[config.mk]
export PLATFORM = sky130hd
export DESIGN_NAME = l1_dcache_wb
export DESIGN_NICKNAME = d
export VERILOG_FILES = /design/src/rtl/l1_cache_pkg.sv /design/src/rtl/cache_lru.sv /design/src/rtl/l1_dcache_wb.sv
export SDC_FILE = /design/constraint.sdc
export NUM_CORES = 1
export LEC_CHECK = 0
export ABC_CLOCK_PERIOD_IN_PS = 18500
export CAP_MARGIN = 20
export CELL_PAD_IN_SITES_DETAIL_PLACEMENT = 1
export CELL_PAD_IN_SITES_GLOBAL_PLACEMENT = 1
export CORE_MARGIN = 2
export CORE_UTILIZATION = 24
export CTS_CLUSTER_DIAMETER = 150
export DETAILED_ROUTE_END_ITERATION = 6
export PLACE_DENSITY_LB_ADDON = 0.1
export SYNTH_ARGS = -nofsm -noshare
export SYNTH_HDL_FRONTEND = slang
export SYNTH_SLANG_ARGS = --single-unit
export TNS_END_PERCENT = 5
[constraint.sdc]
create_clock -name clk -period 18.5 [get_ports clk]
set_input_delay 3.7 -clock clk [delete_from_list [all_inputs] [get_ports clk]]
set_output_delay 3.7 -clock clk [all_outputs]
set_load 0.005 [all_outputs]
[src/rtl/l1_cache_pkg.sv]
// rtl/l1_cache_pkg.sv - shared types, size codes and field-width helper for the L1 data cache
package l1_cache_pkg;

  typedef enum logic [1:0] {IDLE, WRITEBACK, REFILL} cache_state_t;

  localparam logic [1:0] SZ_BYTE = 2'b00;
  localparam logic [1:0] SZ_HALF = 2'b01;
  localparam logic [1:0] SZ_WORD = 2'b10;

  // Tag width once the byte offset and set index are removed from the address.
  function automatic int tag_width(input int addr_w, input int setnum);
    return addr_w - 2 - $clog2(setnum);
  endfunction

endpackage

[src/rtl/cache_lru.sv]
// rtl/cache_lru.sv - per-set age ordering; reports the oldest way of the indexed set
module cache_lru #(
  parameter int SETNUM = 8,
  parameter int WAYS   = 2,
  parameter int IDX_W  = 3,
  parameter int WAY_W  = 1
) (
  input  logic             clk,
  input  logic             rst,
  input  logic [IDX_W-1:0] index,
  input  logic             touch,
  input  logic [WAY_W-1:0] touched_way,
  output logic [WAY_W-1:0] victim_way
);

  generate
    if (WAYS == 1) begin : g_single
      assign victim_way = '0;
    end else begin : g_multi
      logic [WAY_W-1:0] age_q [SETNUM][WAYS];
      logic [WAY_W-1:0] old_age;

      assign old_age = age_q[index][touched_way];

      // Ages stay a permutation of 0..WAYS-1, so exactly one way is oldest.
      always_ff @(posedge clk or posedge rst) begin
        if (rst) begin
          for (int s = 0; s < SETNUM; s++)
            for (int w = 0; w < WAYS; w++)
              age_q[s][w] <= WAY_W'(w);
        end else if (touch) begin
          for (int w = 0; w < WAYS; w++) begin
            if (WAY_W'(w) == touched_way)
              age_q[index][w] <= '0;
            else if (age_q[index][w] < old_age)
              age_q[index][w] <= age_q[index][w] + 1'b1;
          end
        end
      end

      always_comb begin
        victim_way = '0;
        for (int w = 0; w < WAYS; w++)
          if (age_q[index][w] == WAY_W'(WAYS - 1))
            victim_way = WAY_W'(w);
      end
    end
  endgenerate

endmodule

[src/rtl/l1_dcache_wb.sv]
// rtl/l1_dcache_wb.sv - write-back, write-allocate set-associative L1 data cache, one word per line
module l1_dcache_wb
  import l1_cache_pkg::*;
#(
  parameter int SETNUM = 8,
  parameter int WAYS   = 2,
  parameter int ADDR_W = 32,
  parameter int DATA_W = 32
) (
  input  logic              clk,
  input  logic              rst,
  input  logic              load,
  input  logic              store,
  input  logic [1:0]        size,
  input  logic              unsigned_ld,
  input  logic [ADDR_W-1:0] addr,
  input  logic [DATA_W-1:0] wdata,
  output logic [DATA_W-1:0] rdata,
  output logic              stall,
  output logic              mem_req,
  output logic              mem_we,
  output logic [ADDR_W-1:0] mem_addr,
  output logic [DATA_W-1:0] mem_wdata,
  input  logic [DATA_W-1:0] mem_rdata,
  input  logic              mem_ack
);

  localparam int IDX_W = $clog2(SETNUM);
  localparam int TAG_W = tag_width(ADDR_W, SETNUM);
  localparam int WAY_W = (WAYS > 1) ? $clog2(WAYS) : 1;

  logic [WAYS-1:0]   valid_q [SETNUM];
  logic [WAYS-1:0]   dirty_q [SETNUM];
  logic [TAG_W-1:0]  tag_q   [SETNUM][WAYS];
  logic [DATA_W-1:0] data_q  [SETNUM][WAYS];

  cache_state_t      state;
  logic [WAY_W-1:0]  vic_q;
  logic [WAY_W-1:0]  hit_way, victim, lru_victim;
  logic              hit, req;
  logic [IDX_W-1:0]  index;
  logic [TAG_W-1:0]  req_tag;

  assign index   = addr[IDX_W+1:2];
  assign req_tag = addr[ADDR_W-1:IDX_W+2];
  assign req     = load | store;

  function automatic logic [DATA_W-1:0] load_extract(input logic [DATA_W-1:0] w,
      input logic [1:0] sz, input logic [1:0] off, input logic uns);
    logic [7:0]        b;
    logic [15:0]       h;
    logic [DATA_W-1:0] r;
    b = w[{off, 3'b000} +: 8];
    h = w[{off[1], 4'b0000} +: 16];
    case (sz)
      SZ_BYTE: r = uns ? {{(DATA_W-8){1'b0}}, b} : {{(DATA_W-8){b[7]}}, b};
      SZ_HALF: r = uns ? {{(DATA_W-16){1'b0}}, h} : {{(DATA_W-16){h[15]}}, h};
      default: r = w;
    endcase
    return r;
  endfunction

  function automatic logic [DATA_W-1:0] store_merge(input logic [DATA_W-1:0] old,
      input logic [DATA_W-1:0] wd, input logic [1:0] sz, input logic [1:0] off);
    logic [DATA_W-1:0] r;
    r = old;
    case (sz)
      SZ_BYTE: r[{off, 3'b000} +: 8] = wd[7:0];
      SZ_HALF: r[{off[1], 4'b0000} +: 16] = wd[15:0];
      default: r = wd;
    endcase
    return r;
  endfunction

  always_comb begin
    hit     = 1'b0;
    hit_way = '0;
    for (int w = 0; w < WAYS; w++)
      if (valid_q[index][w] && tag_q[index][w] == req_tag) begin
        hit     = 1'b1;
        hit_way = WAY_W'(w);
      end
  end

  // Lowest-index invalid way wins over the LRU choice.
  always_comb begin
    victim = lru_victim;
    for (int w = WAYS - 1; w >= 0; w--)
      if (!valid_q[index][w])
        victim = WAY_W'(w);
  end

  cache_lru #(.SETNUM(SETNUM), .WAYS(WAYS), .IDX_W(IDX_W), .WAY_W(WAY_W)) u_lru (
    .clk         (clk),
    .rst         (rst),
    .index       (index),
    .touch       (state == IDLE && req && hit),
    .touched_way (hit_way),
    .victim_way  (lru_victim)
  );

  assign stall = ~rst & ((state != IDLE) | (req & ~hit));
  assign rdata = (!rst && state == IDLE && load && !store && hit)
               ? load_extract(data_q[index][hit_way], size, addr[1:0], unsigned_ld) : '0;

  always_ff @(posedge clk or posedge rst) begin
    if (rst) begin
      state     <= IDLE;
      vic_q     <= '0;
      mem_req   <= 1'b0;
      mem_we    <= 1'b0;
      mem_addr  <= '0;
      mem_wdata <= '0;
      for (int s = 0; s < SETNUM; s++) begin
        valid_q[s] <= '0;
        dirty_q[s] <= '0;
      end
    end else begin
      case (state)
        IDLE: if (req) begin
          if (hit) begin
            if (store) dirty_q[index][hit_way] <= 1'b1;
          end else begin
            vic_q   <= victim;
            mem_req <= 1'b1;
            if (valid_q[index][victim] && dirty_q[index][victim]) begin
              state     <= WRITEBACK;
              mem_we    <= 1'b1;
              mem_addr  <= {tag_q[index][victim], index, 2'b00};
              mem_wdata <= data_q[index][victim];
            end else begin
              state    <= REFILL;
              mem_we   <= 1'b0;
              mem_addr <= {addr[ADDR_W-1:2], 2'b00};
            end
          end
        end
        WRITEBACK: if (mem_ack) begin
          dirty_q[index][vic_q] <= 1'b0;
          state    <= REFILL;
          mem_we   <= 1'b0;
          mem_addr <= {addr[ADDR_W-1:2], 2'b00};
        end
        REFILL: if (mem_ack) begin
          valid_q[index][vic_q] <= 1'b1;
          dirty_q[index][vic_q] <= 1'b0;
          state   <= IDLE;
          mem_req <= 1'b0;
        end
        default: state <= IDLE;
      endcase
    end
  end

  // Line storage needs no reset; valid bits gate every use of it.
  always_ff @(posedge clk) begin
    if (state == IDLE && store && hit)
      data_q[index][hit_way] <= store_merge(data_q[index][hit_way], wdata, size, addr[1:0]);
    if (state == REFILL && mem_ack) begin
      data_q[index][vic_q] <= mem_rdata;
      tag_q[index][vic_q]  <= req_tag;
    end
  end

endmodule

### Word-level counts from Yosys, hierarchy flattened

Memory sizes are Yosys's and may differ from the RTL's.
Index checks and enable logic that the tools add are counted.

* add/subtract/negate cells: 4
* order comparisons: 14
* equal/unequal tests: 12
* shift-type cells: 6
* multiplexer cells: 157
* bitwise logic cells: 82
* reductions and logical operators: 33

Operators with widths (count)
* two-way mux 32 bit: 16
* case mux 32 bit (2 select lines): 3
* two-way mux 16 bit: 9
* two-way mux 64 bit: 2
* two-way mux 27 bit: 4
* two-way mux 1 bit: 88
* bitwise OR 1 bit: 66
* bitwise mux 32 bit: 2
* demux 32 bit (select 1 bit): 2
* == test 27 bit: 2
* two-way mux 54 bit: 1
* bitwise AND 16 bit: 3
* inverter 16 bit: 3
* bitwise mux 16 bit: 2
* bitwise OR 16 bit: 2
* case mux 16 bit (2 select lines): 1
* variable shift 16 x 7 -> 32 bit (first input constant): 1
* variable shift 8 x 7 -> 32 bit (first input constant): 1
* indexed part select 16 x 7 -> 32 bit: 1
* indexed part select 32 x 6 -> 16 bit: 1
* indexed part select 32 x 6 -> 8 bit: 1
* indexed part select 8 x 7 -> 32 bit: 1
* two-way mux 2 bit: 14
* demux 27 bit (select 1 bit): 1
* other kinds (31): 81

* register bits after elaboration: 117
* RAM bits: 944
* input bits: 104
* output and inout bits: 99
* word-level logic and storage cells: 348
* memories: 2

Memories
* data_q: depth 8, bits a word 64, rd ports 1, clocked after Yosys merged registers in 0, write ports 1, line l1_dcache_wb.sv:35 `logic [DATA_W-1:0] data_q [SETNUM][WAYS];`
* tag_q: depth 8, bits a word 54, rd ports 1, clocked after Yosys merged registers in 0, write ports 1, line l1_dcache_wb.sv:34 `logic [TAG_W-1:0] tag_q [SETNUM][WAYS];`

### Longest topological paths before layout

Gate-level depths: netlist of run 1.

* depth after elaboration: 17
* depth in mapped cells: 18
* mapped depth without buffers: 10

### By module

Synthesis of run 1 repeated with hierarchy kept, for this count alone.

* cell total of the unflattened synthesis: 2861
* area, all modules: 44467.6 um^2

By module, submodules not included
* l1_dcache_wb: times used 1, cells each 2749, area each 43397.9 um^2, sequential area each 30824.6 um^2
* cache_lru: times used 1, cells each 112, area each 1069.8 um^2, sequential area each 410.4 um^2

### Least setup slack after synthesis of run 1

OpenSTA, ideal clock, no wires.

* path kind: in2out
* start point: in rst
* end point: out rdata[21]
* data arrival time: 7.359 ns
* data required time: 14.800 ns
* setup slack: 7.441 ns
* stages: 6
* path buffers: 1
* cells stage by stage: inv_1 -> and4_1 -> o21ai_2 -> or2_1 -> buf_2 -> o21ai_2

* word-level cells in the longest chain between the ends: 6

RTL lines
* start: declaration: line l1_dcache_wb.sv:11 `input logic rst,`
* zero test 1 bit (no line)
* logical AND 1 bit (4 in a row): line l1_dcache_wb.sv:103 `assign rdata = (!rst && state == IDLE && load && !store && hit)`
* two-way mux 32 bit: line l1_dcache_wb.sv:104 `? load_extract(data_q[index][hit_way], size, addr[1:0], unsigned_ld) : '0;`
* end: declaration: line l1_dcache_wb.sv:18 `output logic [DATA_W-1:0] rdata,`

Every way passes these cells.

### Worst setup path after layout of run 1

* start point: in addr[3]
* end point: out rdata[0]

* word-level cells in the longest chain between the ends: 14
* elaborated cells on any way between the ends: 24
* those cells by class: eq/ne (2); shift (2); mux (13); bitwise (2); reduce/logical (3); memory (2)

RTL lines
* start: declaration: line l1_dcache_wb.sv:16 `input logic [ADDR_W-1:0] addr,`
* branches (longest 13 deep; another with memory read (8 x 54 bit))
* two-way mux 32 bit (*): line l1_dcache_wb.sv:104

Mark *: on every way between the ends. The select of a mux whose other input is x is not followed.

==> results of run 1 <==
-- per-layer routing --
metal | global-route usage | vias up | part of all wire
li1 | - | 12000 | -
met1 | 0.254 | 15400 | 0.43
met2 | 0.341 | 744 | 0.50
met3 | 0.0273 | 195 | 0.039
met4 | 0.0512 | 8 | 0.023
met5 | 0 | - | 0.00029
-- path summary, 6_finish.rpt --
path / startpoint / slack [ps] / cells past startpoint / end
min: valid_q[13]$_DFFE_PP0P_ / 460 / 1 / valid_q[13]$_DFFE_PP0P_
max in group asynchronous: rst / 14060 / 3 / mem_wdata[21]$_DFFE_PP0P_
min in group asynchronous: rst / 3320 / 2 / dirty_q[1]$_DFFE_PP0P_
max reg2reg: tag_q[4][12]$_DFFE_PP_ / 13070 / 12 / data_q[7][53]$_DFFE_PP_
max: addr[3] / 4290 / 12 / rdata[0]
min reg2reg: valid_q[13]$_DFFE_PP0P_ / 460 / 1 / valid_q[13]$_DFFE_PP0P_
-- cells by family (layout without fill, tap and decap cells) --
kind of cell,Yosys count,after routing
AO/OA/AOI/OAI,736,736
XOR/XNOR,43,43
adder cells (fa/ha/maj),8,8
buffers and inverters,215,593
flip-flops,1059,1059
multiplexers,332,332
other,1,4
AND/OR/NAND/NOR,487,487
-- power groups by stage --
stage	sequential, mW	combinational [mW]	clock [mW]
floorplan	2.96	0.543	0
global placement	2.98	1.16	0
detailed placement	2.99	1.18	0
CTS	2.94	1.18	2.59
global route	2.96	1.24	2.67
finish	2.94	1.15	2.52
-- cells in the mapped netlist, types with 20 or more instances --
master / count
sky130_fd_sc_hd__buf_2: 32
sky130_fd_sc_hd__a22o_1: 34
sky130_fd_sc_hd__o22ai_1: 20
sky130_fd_sc_hd__mux2_2: 104
sky130_fd_sc_hd__a221oi_1: 59
sky130_fd_sc_hd__a22oi_1: 169
sky130_fd_sc_hd__dfrtp_1: 107
sky130_fd_sc_hd__mux2i_1: 167
sky130_fd_sc_hd__buf_4: 21
sky130_fd_sc_hd__clkbuf_1: 101
sky130_fd_sc_hd__edfxtp_1: 944
sky130_fd_sc_hd__a21oi_1: 143
sky130_fd_sc_hd__mux4_2: 59
sky130_fd_sc_hd__nand2_1: 135
sky130_fd_sc_hd__xnor2_1: 27
sky130_fd_sc_hd__a31oi_1: 31
sky130_fd_sc_hd__inv_1: 30
sky130_fd_sc_hd__nor2_1: 191
sky130_fd_sc_hd__o21ai_0: 145
-- cell type report --
type	instances	area, sq um
clock buffer	167	3480
multi-input combinational	1608	12400
clock inverter	68	683
fill	19100	129000
tap	2464	3080
timing repair buffer	325	2970
sequential	1059	31200
antenna	2	5.00
inverter	33	129
-- state kept, by name, summed over array words and instances (netlist names) --
signal,cells
vic_q,1
valid_q,16
tag_q,432
dirty_q,16
mem_we,1
u_lru.g_multi.age_q,16
mem_req,1
data_q,512
mem_wdata,32
state,2
mem_addr,30
-- per-stage QoR --
| stage | hold WS, ps | utilization | cell area, sq um |
|---|---|---|---|
| floorplan | 433 | - | 44300 |
| global placement | 446 | 0.271 | 49800 |
| detailed placement | 451 | 0.272 | 49800 |
| CTS | 464 | 0.294 | 53900 |
| global route | 489 | 0.295 | 54000 |
| finish | 460 | 0.295 | 54000 |
-- critical path: cells and delay by family --
kind / cells / cell delay (ps)
simple gates: 4 / 2570
compound gates: 4 / 1960
buf+inv: 3 / 1920
xor+xnor: 1 / 170
==> results.rst, run 1 <==
.. list-table::
   :header-rows: 1

   * - Metric
     - Value
   * - Synthesis warning total
     - 0
   * - Post-synthesis compound-gate area fraction
     - 0.114
   * - Synthesized area per cell
     - 15.4 sq um
   * - Power density over the cells
     - around 120 mW/mm^2
   * - Number of detailed-routing iterations run before antenna repair
     - 6
   * - Cell count after placement
     - ~5.5k
   * - Leak
     - between 15 and 20 nW
   * - Endpoint arrival time on the critical path
     - between 10000 and 15000 ps
   * - Pins over their slew limit
     - 0
   * - Sequential cell fraction of total power
     - 0.444
   * - Num rows
     - 157
   * - Category of the worst setup path capture point
     - primary output
   * - Comb pwr share
     - 0.175
   * - Proportion of synthesized chip area in sequential cells
     - 0.705
   * - Pwr Total
     - 6.61 mW
   * - Largest stage delay, worst path
     - roughly 1100 ps
   * - Highest-delay cell along the critical path
     - sky130_fd_sc_hd__a2111oi_0
   * - Largest family of logic cells by synthesized area
     - compound AO/OA/AOI/OAI gates
   * - Yosys cell types
     - 88
   * - Area share of and/or/nand/nor cells after synthesis
     - 0.0518
   * - Total negative slack
     - 0 ps
   * - Worst-Margin Slew
     - between 1000 and 1500 ps
   * - Post-detailed-route wirelength per cell
     - between 30 and 40 microns
   * - Yosys top cell area share
     - 0.640
   * - Initial detailed-routing violation count
     - approximately 2.3k
   * - Worst slew margin relative to its limit
     - 0.179
   * - Timing-limited maximum frequency
     - around 70 MHz
   * - Count of input and output buffers
     - 200
   * - CTS Sinks
     - 1059
   * - Vias per cell
     - a little under 5
   * - Layout Area Growth over Synthesis
     - 21.9%
   * - Portion of the clock cycle consumed by the worst path in the final layout
     - 0.768
   * - Num CTS Buffers
     - 130
   * - Worst hold path class
     - reg2reg
   * - Internal portion of total power
     - between 4 and 5 mW
   * - Leftover overflow at the end of global routing
     - 0
   * - Part of the total power dissipated in the clock network
     - 0.381
   * - Final ANT Viol Nets
     - 0
   * - Kind of critical path
     - in2out
   * - Die Wd
     - roughly 430 microns
   * - Most common library cell in the layout ignoring fill and taps
     - sky130_fd_sc_hd__edfxtp_1
   * - Leading cell types in the layout, fill and taps excluded
     - sky130_fd_sc_hd__edfxtp_1, sky130_fd_sc_hd__clkdlybuf4s50_1, sky130_fd_sc_hd__a22oi_1
   * - Number of gates given a new drive strength after cts
     - 0
   * - Post-Syn Instances
     - a little under 3k
   * - Routability congestion estimate
     - 0.808
   * - Element type at the critical path start
     - input pin
   * - Top area cells in the synthesized netlist
     - sky130_fd_sc_hd__edfxtp_1, sky130_fd_sc_hd__dfrtp_1, sky130_fd_sc_hd__mux2i_1
   * - Share of the synthesized netlist area taken by xor and xnor gates
     - 0.00850
   * - Die footprint
     - around 0.19 sq mm
   * - WP data required
     - approximately 15000 ps
   * - # DRC
     - 0
   * - Maximum VDD drop
     - between 70 and 80 uV
   * - Starting density of the core
     - 0.242
   * - Max FO, Critical Path
     - between 40 and 50
   * - Adder and majority gate portion of the synthesized area
     - 0.00226
   * - Share of synthesized flip-flops with an asynchronous set or reset
     - 0.109
   * - Min cycle time layout
     - 14210 ps
   * - Clock network latency to the later pin of the worst-skew pair
     - 780 ps
   * - Vias in the first global route
     - about 30k
   * - Net switching fraction of the power
     - 0.283
   * - Multiplexer fraction of the synthesized cell area
     - 0.0950
   * - Maximum number of pins on one net before global-route repair
     - around 90
   * - Maximum buffer depth of the clock tree
     - 3
   * - Filler-free cell count of the finished design
     - 5726
   * - TritonCTS clock tree
     - yes
   * - Max Clock Skew
     - approximately 36 ps
   * - NetSw
     - about 1.9 mW
   * - Via count
     - ~28k
   * - Antenna violations before repair
     - 9
   * - Register clock-pin slew on the reported worst setup and hold paths
     - 50 ps
   * - Top Ports
     - just over 200
   * - Final Hold Fails
     - 0
   * - Number of synthesized flops with an enable pin
     - 944
   * - Unrepaired setup endpoints after global routing
     - no
   * - Crit-path cells
     - clkbuf_8 -> buf_4 -> and2_1 -> a22oi_1 -> o22ai_1 -> xor2_1 -> nor4_1 -> nand3_1 -> nor4_4 -> o21ai_2 -> a2111oi_0 -> clkdlybuf4s50_1
   * - Place WS
     - between 4000 and 5000 ps
   * - Number of buffers inserted for hold repair after clock tree synthesis
     - 0
   * - Final-report setup violation count
     - 0
   * - Core area
     - roughly 0.18 sq mm
   * - Cell type with the highest aggregate area in the netlist
     - sky130_fd_sc_hd__edfxtp_1
   * - Detailed-placement wirelength estimate
     - ~110000 microns
   * - Final Net Count
     - between 3k and 4k
   * - Clock Root Buffer
     - sky130_fd_sc_hd__clkbuf_16
   * - Count of max-cap constraint violations
     - 0
   * - # H-tree levels
     - 4
   * - Global-route wire length before repair
     - roughly 250000 microns
   * - Post-route setup slack
     - between 4000 and 5000 ps
   * - Flops & latches, synth
     - 1059
   * - Layout cells sized above 1
     - 0.178
   * - Total wirelength of the detailed-routed design
     - between 150000 and 200000 microns
   * - All-Layer GR Usage
     - 0.196
   * - Die height
     - roughly 430 microns
   * - Syn Std Cell Area
     - around 0.044 sq mm
   * - Post-CTS setup buffer count
     - 0
   * - Most used flip-flop cell after synthesis
     - sky130_fd_sc_hd__edfxtp_1
   * - Result of the run
     - completed
Power figures use the tool's default switching activity.
==> inputs of run 2 (changes only) <==
--- a/config.mk
+++ b/config.mk
@@ -5,7 +5,7 @@
 export SDC_FILE = /design/constraint.sdc
 export NUM_CORES = 1
 export LEC_CHECK = 0
-export ABC_CLOCK_PERIOD_IN_PS = 18500
+export ABC_CLOCK_PERIOD_IN_PS = 12700
 export CAP_MARGIN = 20
 export CELL_PAD_IN_SITES_DETAIL_PLACEMENT = 1
 export CELL_PAD_IN_SITES_GLOBAL_PLACEMENT = 1
==> constraint.sdc (replaced) <==
create_clock -name clk -period 12.7 [get_ports clk]
set_input_delay 2.54 -clock clk [delete_from_list [all_inputs] [get_ports clk]]
set_output_delay 2.54 -clock clk [all_outputs]
set_load 0.005 [all_outputs]
==> run 2 against run 1 <==
Compared with the run above: the flow now finishes with violations (DRC); final cell count is essentially flat; sequential cell count unchanged; via count shrank 0.24%; cell area down 0.32%; non-clock buffer count decreased by 2; routed wire length about the same; worst setup slack got worse by 2900 ps; critical path type unchanged; highest routed layer unchanged.
==> results.rst, run 2 (same netlist as run 1, synthesis figures left out) <==
.. list-table::
   :header-rows: 1

   * - Metric
     - Value
   * - Result of the run
     - complete, but fails checks
   * - Failing checks
     - DRC
   * - Part of the total power dissipated in the clock network
     - 0.373
   * - Initial detailed-routing violation count
     - between 2k and 2.5k
   * - Number of buffers inserted for hold repair after clock tree synthesis
     - 0
   * - Post-route cell area
     - approximately 0.054 sq mm
   * - Worst slew margin relative to its limit
     - 0.225
   * - Crit-path cells
     - buf_8 -> buf_4 -> mux4_2 -> mux2i_1 -> xnor2_1 -> nor4b_1 -> nand4_1 -> nor4_4 -> buf_4 -> mux2i_1 -> mux2i_1 -> a2bb2oi_2 -> a21bo_1 -> clkdlybuf4s50_1
   * - CTS Sinks
     - between 1k and 1.5k
   * - Post-detailed-route wirelength per cell
     - 32.3 microns
   * - Flip-flop count of the largest register after layout
     - approximately 500
   * - Via count
     - ~28k
   * - Global-route wire length before repair
     - 253000 microns
   * - Total wirelength of the detailed-routed design
     - ~180000 microns
   * - Final Hold Fails
     - 0
   * - Registers with the most flip-flops
     - data_q: 512 flops, tag_q: 432 flops, mem_wdata: 32 flops
   * - Fillcell total
     - 19.1k
   * - Pins over their slew limit
     - 0
   * - Leftover overflow at the end of global routing
     - 0
   * - Comb pwr share
     - 0.177
   * - Worst path top cell family by delay
     - buffers and inverters
   * - Worst Hold Margin
     - 467 ps
   * - Sum of buffers and inverters on the critical path
     - 4
   * - Maximum number of pins on one net before global-route repair
     - between 70 and 80
   * - Worst-Margin Slew
     - about 1200 ps
   * - Timing-limited maximum frequency
     - about 89 MHz
   * - Register with the most flip-flops
     - data_q
   * - Most common library cell in the layout ignoring fill and taps
     - sky130_fd_sc_hd__edfxtp_1
   * - Highest-delay cell along the critical path
     - sky130_fd_sc_hd__a2bb2oi_2
   * - Category of the worst setup path capture point
     - primary output
   * - Die height
     - about 430 microns
   * - Max FO, Critical Path
     - 69
   * - Largest stage delay, worst path
     - between 800 and 900 ps
   * - Clock network latency to the later pin of the worst-skew pair
     - between 700 and 800 ps
   * - Starting density of the core
     - 0.242
   * - Num CTS Buffers
     - 130
   * - Final ANT Viol Nets
     - 0
   * - # DRC
     - 2
   * - Top Ports
     - approximately 200
   * - Number of detailed-routing iterations run before antenna repair
     - 7
   * - Layout cells sized above 1
     - 0.176
   * - Core area
     - 0.183 sq mm
   * - Crit-path most repeated cell
     - sky130_fd_sc_hd__mux2i_1
   * - Net switching fraction of the power
     - 0.287
   * - Leading cell types in the layout, fill and taps excluded
     - sky130_fd_sc_hd__edfxtp_1, sky130_fd_sc_hd__clkdlybuf4s50_1, sky130_fd_sc_hd__a22oi_1
   * - Count of max-cap constraint violations
     - 0
   * - Routability congestion estimate
     - between 0.8 and 0.9
   * - WP data required
     - 10160 ps
   * - # H-tree levels
     - 4
   * - Maximum buffer depth of the clock tree
     - 3
   * - Worst hold path class
     - reg2reg
   * - Post-CTS setup buffer count
     - 0
   * - Unrepaired setup endpoints after global routing
     - no
   * - Filler-free cell count of the finished design
     - approximately 5.7k
   * - Die Wd
     - between 400 and 500 microns
   * - Portion of the clock cycle consumed by the worst path in the final layout
     - 0.890
   * - NetSw
     - 2.74 mW
   * - Number of gates given a new drive strength after cts
     - 0
   * - Final-report setup violation count
     - 0
   * - Internal portion of total power
     - approximately 6.8 mW
   * - Vias per cell
     - just under 5
   * - Max Clock Skew
     - about 25 ps
   * - Kind of critical path
     - in2out
   * - Power density over the cells
     - about 180 mW/mm^2
   * - Total negative slack
     - 0 ps
   * - Cell count after placement
     - ~5.5k
   * - Maximum VDD drop
     - approximately 110 uV
   * - Die footprint
     - roughly 0.19 sq mm
   * - Layout Area Growth over Synthesis
     - 21.5%
   * - Placed instance area
     - around 0.050 sq mm
   * - TritonCTS clock tree
     - yes
   * - All-Layer GR Usage
     - 0.195
   * - Vias in the first global route
     - 30.0k
   * - Element type at the critical path start
     - input pin
   * - Count of input and output buffers
     - 200
   * - Endpoint arrival time on the critical path
     - approximately 8800 ps
   * - Antenna violations before repair
     - 9
   * - Num rows
     - 157
   * - Min cycle time layout
     - approximately 11000 ps
   * - Sequential cell fraction of total power
     - 0.450
   * - Final Net Count
     - ~3.3k
   * - Clock Root Buffer
     - sky130_fd_sc_hd__clkbuf_16
   * - Register clock-pin slew on the reported worst setup and hold paths
     - about 60 ps
   * - Leak
     - 17.6 nW
   * - Detailed-placement wirelength estimate
     - 113000 microns
==> run 2: changes by cell type in the layout (fill, tap and decap cells not counted), sizes merged <==
cell      before  now
buf          124  121
bufinv        11    6
clkbuf       171  164
clkinv        50   55
clkinvlp       2    5
diode          2    4
inv           38   39
==> run 2: worst reg2reg max path, delay by kind of cell, from the launching register on <==
family / cells / cell delay (ps)
XOR/XNOR: 1 / 210
AND/OR/NAND/NOR: 5 / 1670
multiplexers: 3 / 930
flip-flops: 1 / 390
AO/OA/AOI/OAI: 1 / 840
buffers and inverters: 3 / 1140
==> run 2: layout make-up <==
class                      count  area, sq um  area share
sequential                  1059        31200       0.580
timing repair buffer         323         2950      0.0549
clock inverter                72          582      0.0108
tap                         2464         3080      0.0573
clock buffer                 159         3410      0.0634
inverter                      33          129     0.00239
antenna                        4         10.0    0.000186
multi-input combinational   1608        12400       0.231
==> run 2: through the flow <==
stage               setup WS, ps   util  total power [mW]
floorplan                   3960      -              5.11
global placement            1320  0.271              6.04
detailed placement          1320  0.272              6.08
CTS                         1310  0.293              9.66
global route                1040  0.294              9.89
finish                      1400  0.294              9.52
==> run 2: power by group through the flow <==
stage | registers [mW] | clock network [mW] | logic (mW)
floorplan | 4.32 | 0 | 0.792
CTS | 4.28 | 3.65 | 1.73
global route | 4.31 | 3.77 | 1.82
global placement | 4.34 | 0 | 1.70
detailed placement | 4.35 | 0 | 1.72
finish | 4.28 | 3.55 | 1.69
==> run 2: path summary, 6_finish.rpt <==
path / startpoint / end / slack (ps) / cells after the start
setup / recovery: addr[4] / rdata[31] / 1400 / 14
hold / removal: valid_q[5]$_DFFE_PP0P_ / valid_q[5]$_DFFE_PP0P_ / 470 / 1
setup reg to reg: tag_q[1][9]$_DFFE_PP_ / data_q[3][49]$_DFFE_PP_ / 7230 / 13
hold reg to reg: valid_q[5]$_DFFE_PP0P_ / valid_q[5]$_DFFE_PP0P_ / 470 / 1
max in group asynchronous: rst / mem_wdata[21]$_DFFE_PP0P_ / 8760 / 4
min in group asynchronous: rst / mem_wdata[28]$_DFFE_PP0P_ / 2150 / 2
==> run 2: routing by layer <==
| metal | global-route usage | wire length [microns] | vias to the layer above | share of wire |
|---|---|---|---|---|
| li1 | - | - | 12000 | - |
| met1 | 0.252 | 79600 | 15200 | 0.43 |
| met2 | 0.340 | 92900 | 797 | 0.50 |
| met3 | 0.0319 | 7910 | 206 | 0.043 |
| met4 | 0.0472 | 4280 | 6 | 0.023 |
| met5 | 0 | 41 | - | 0.00022 |
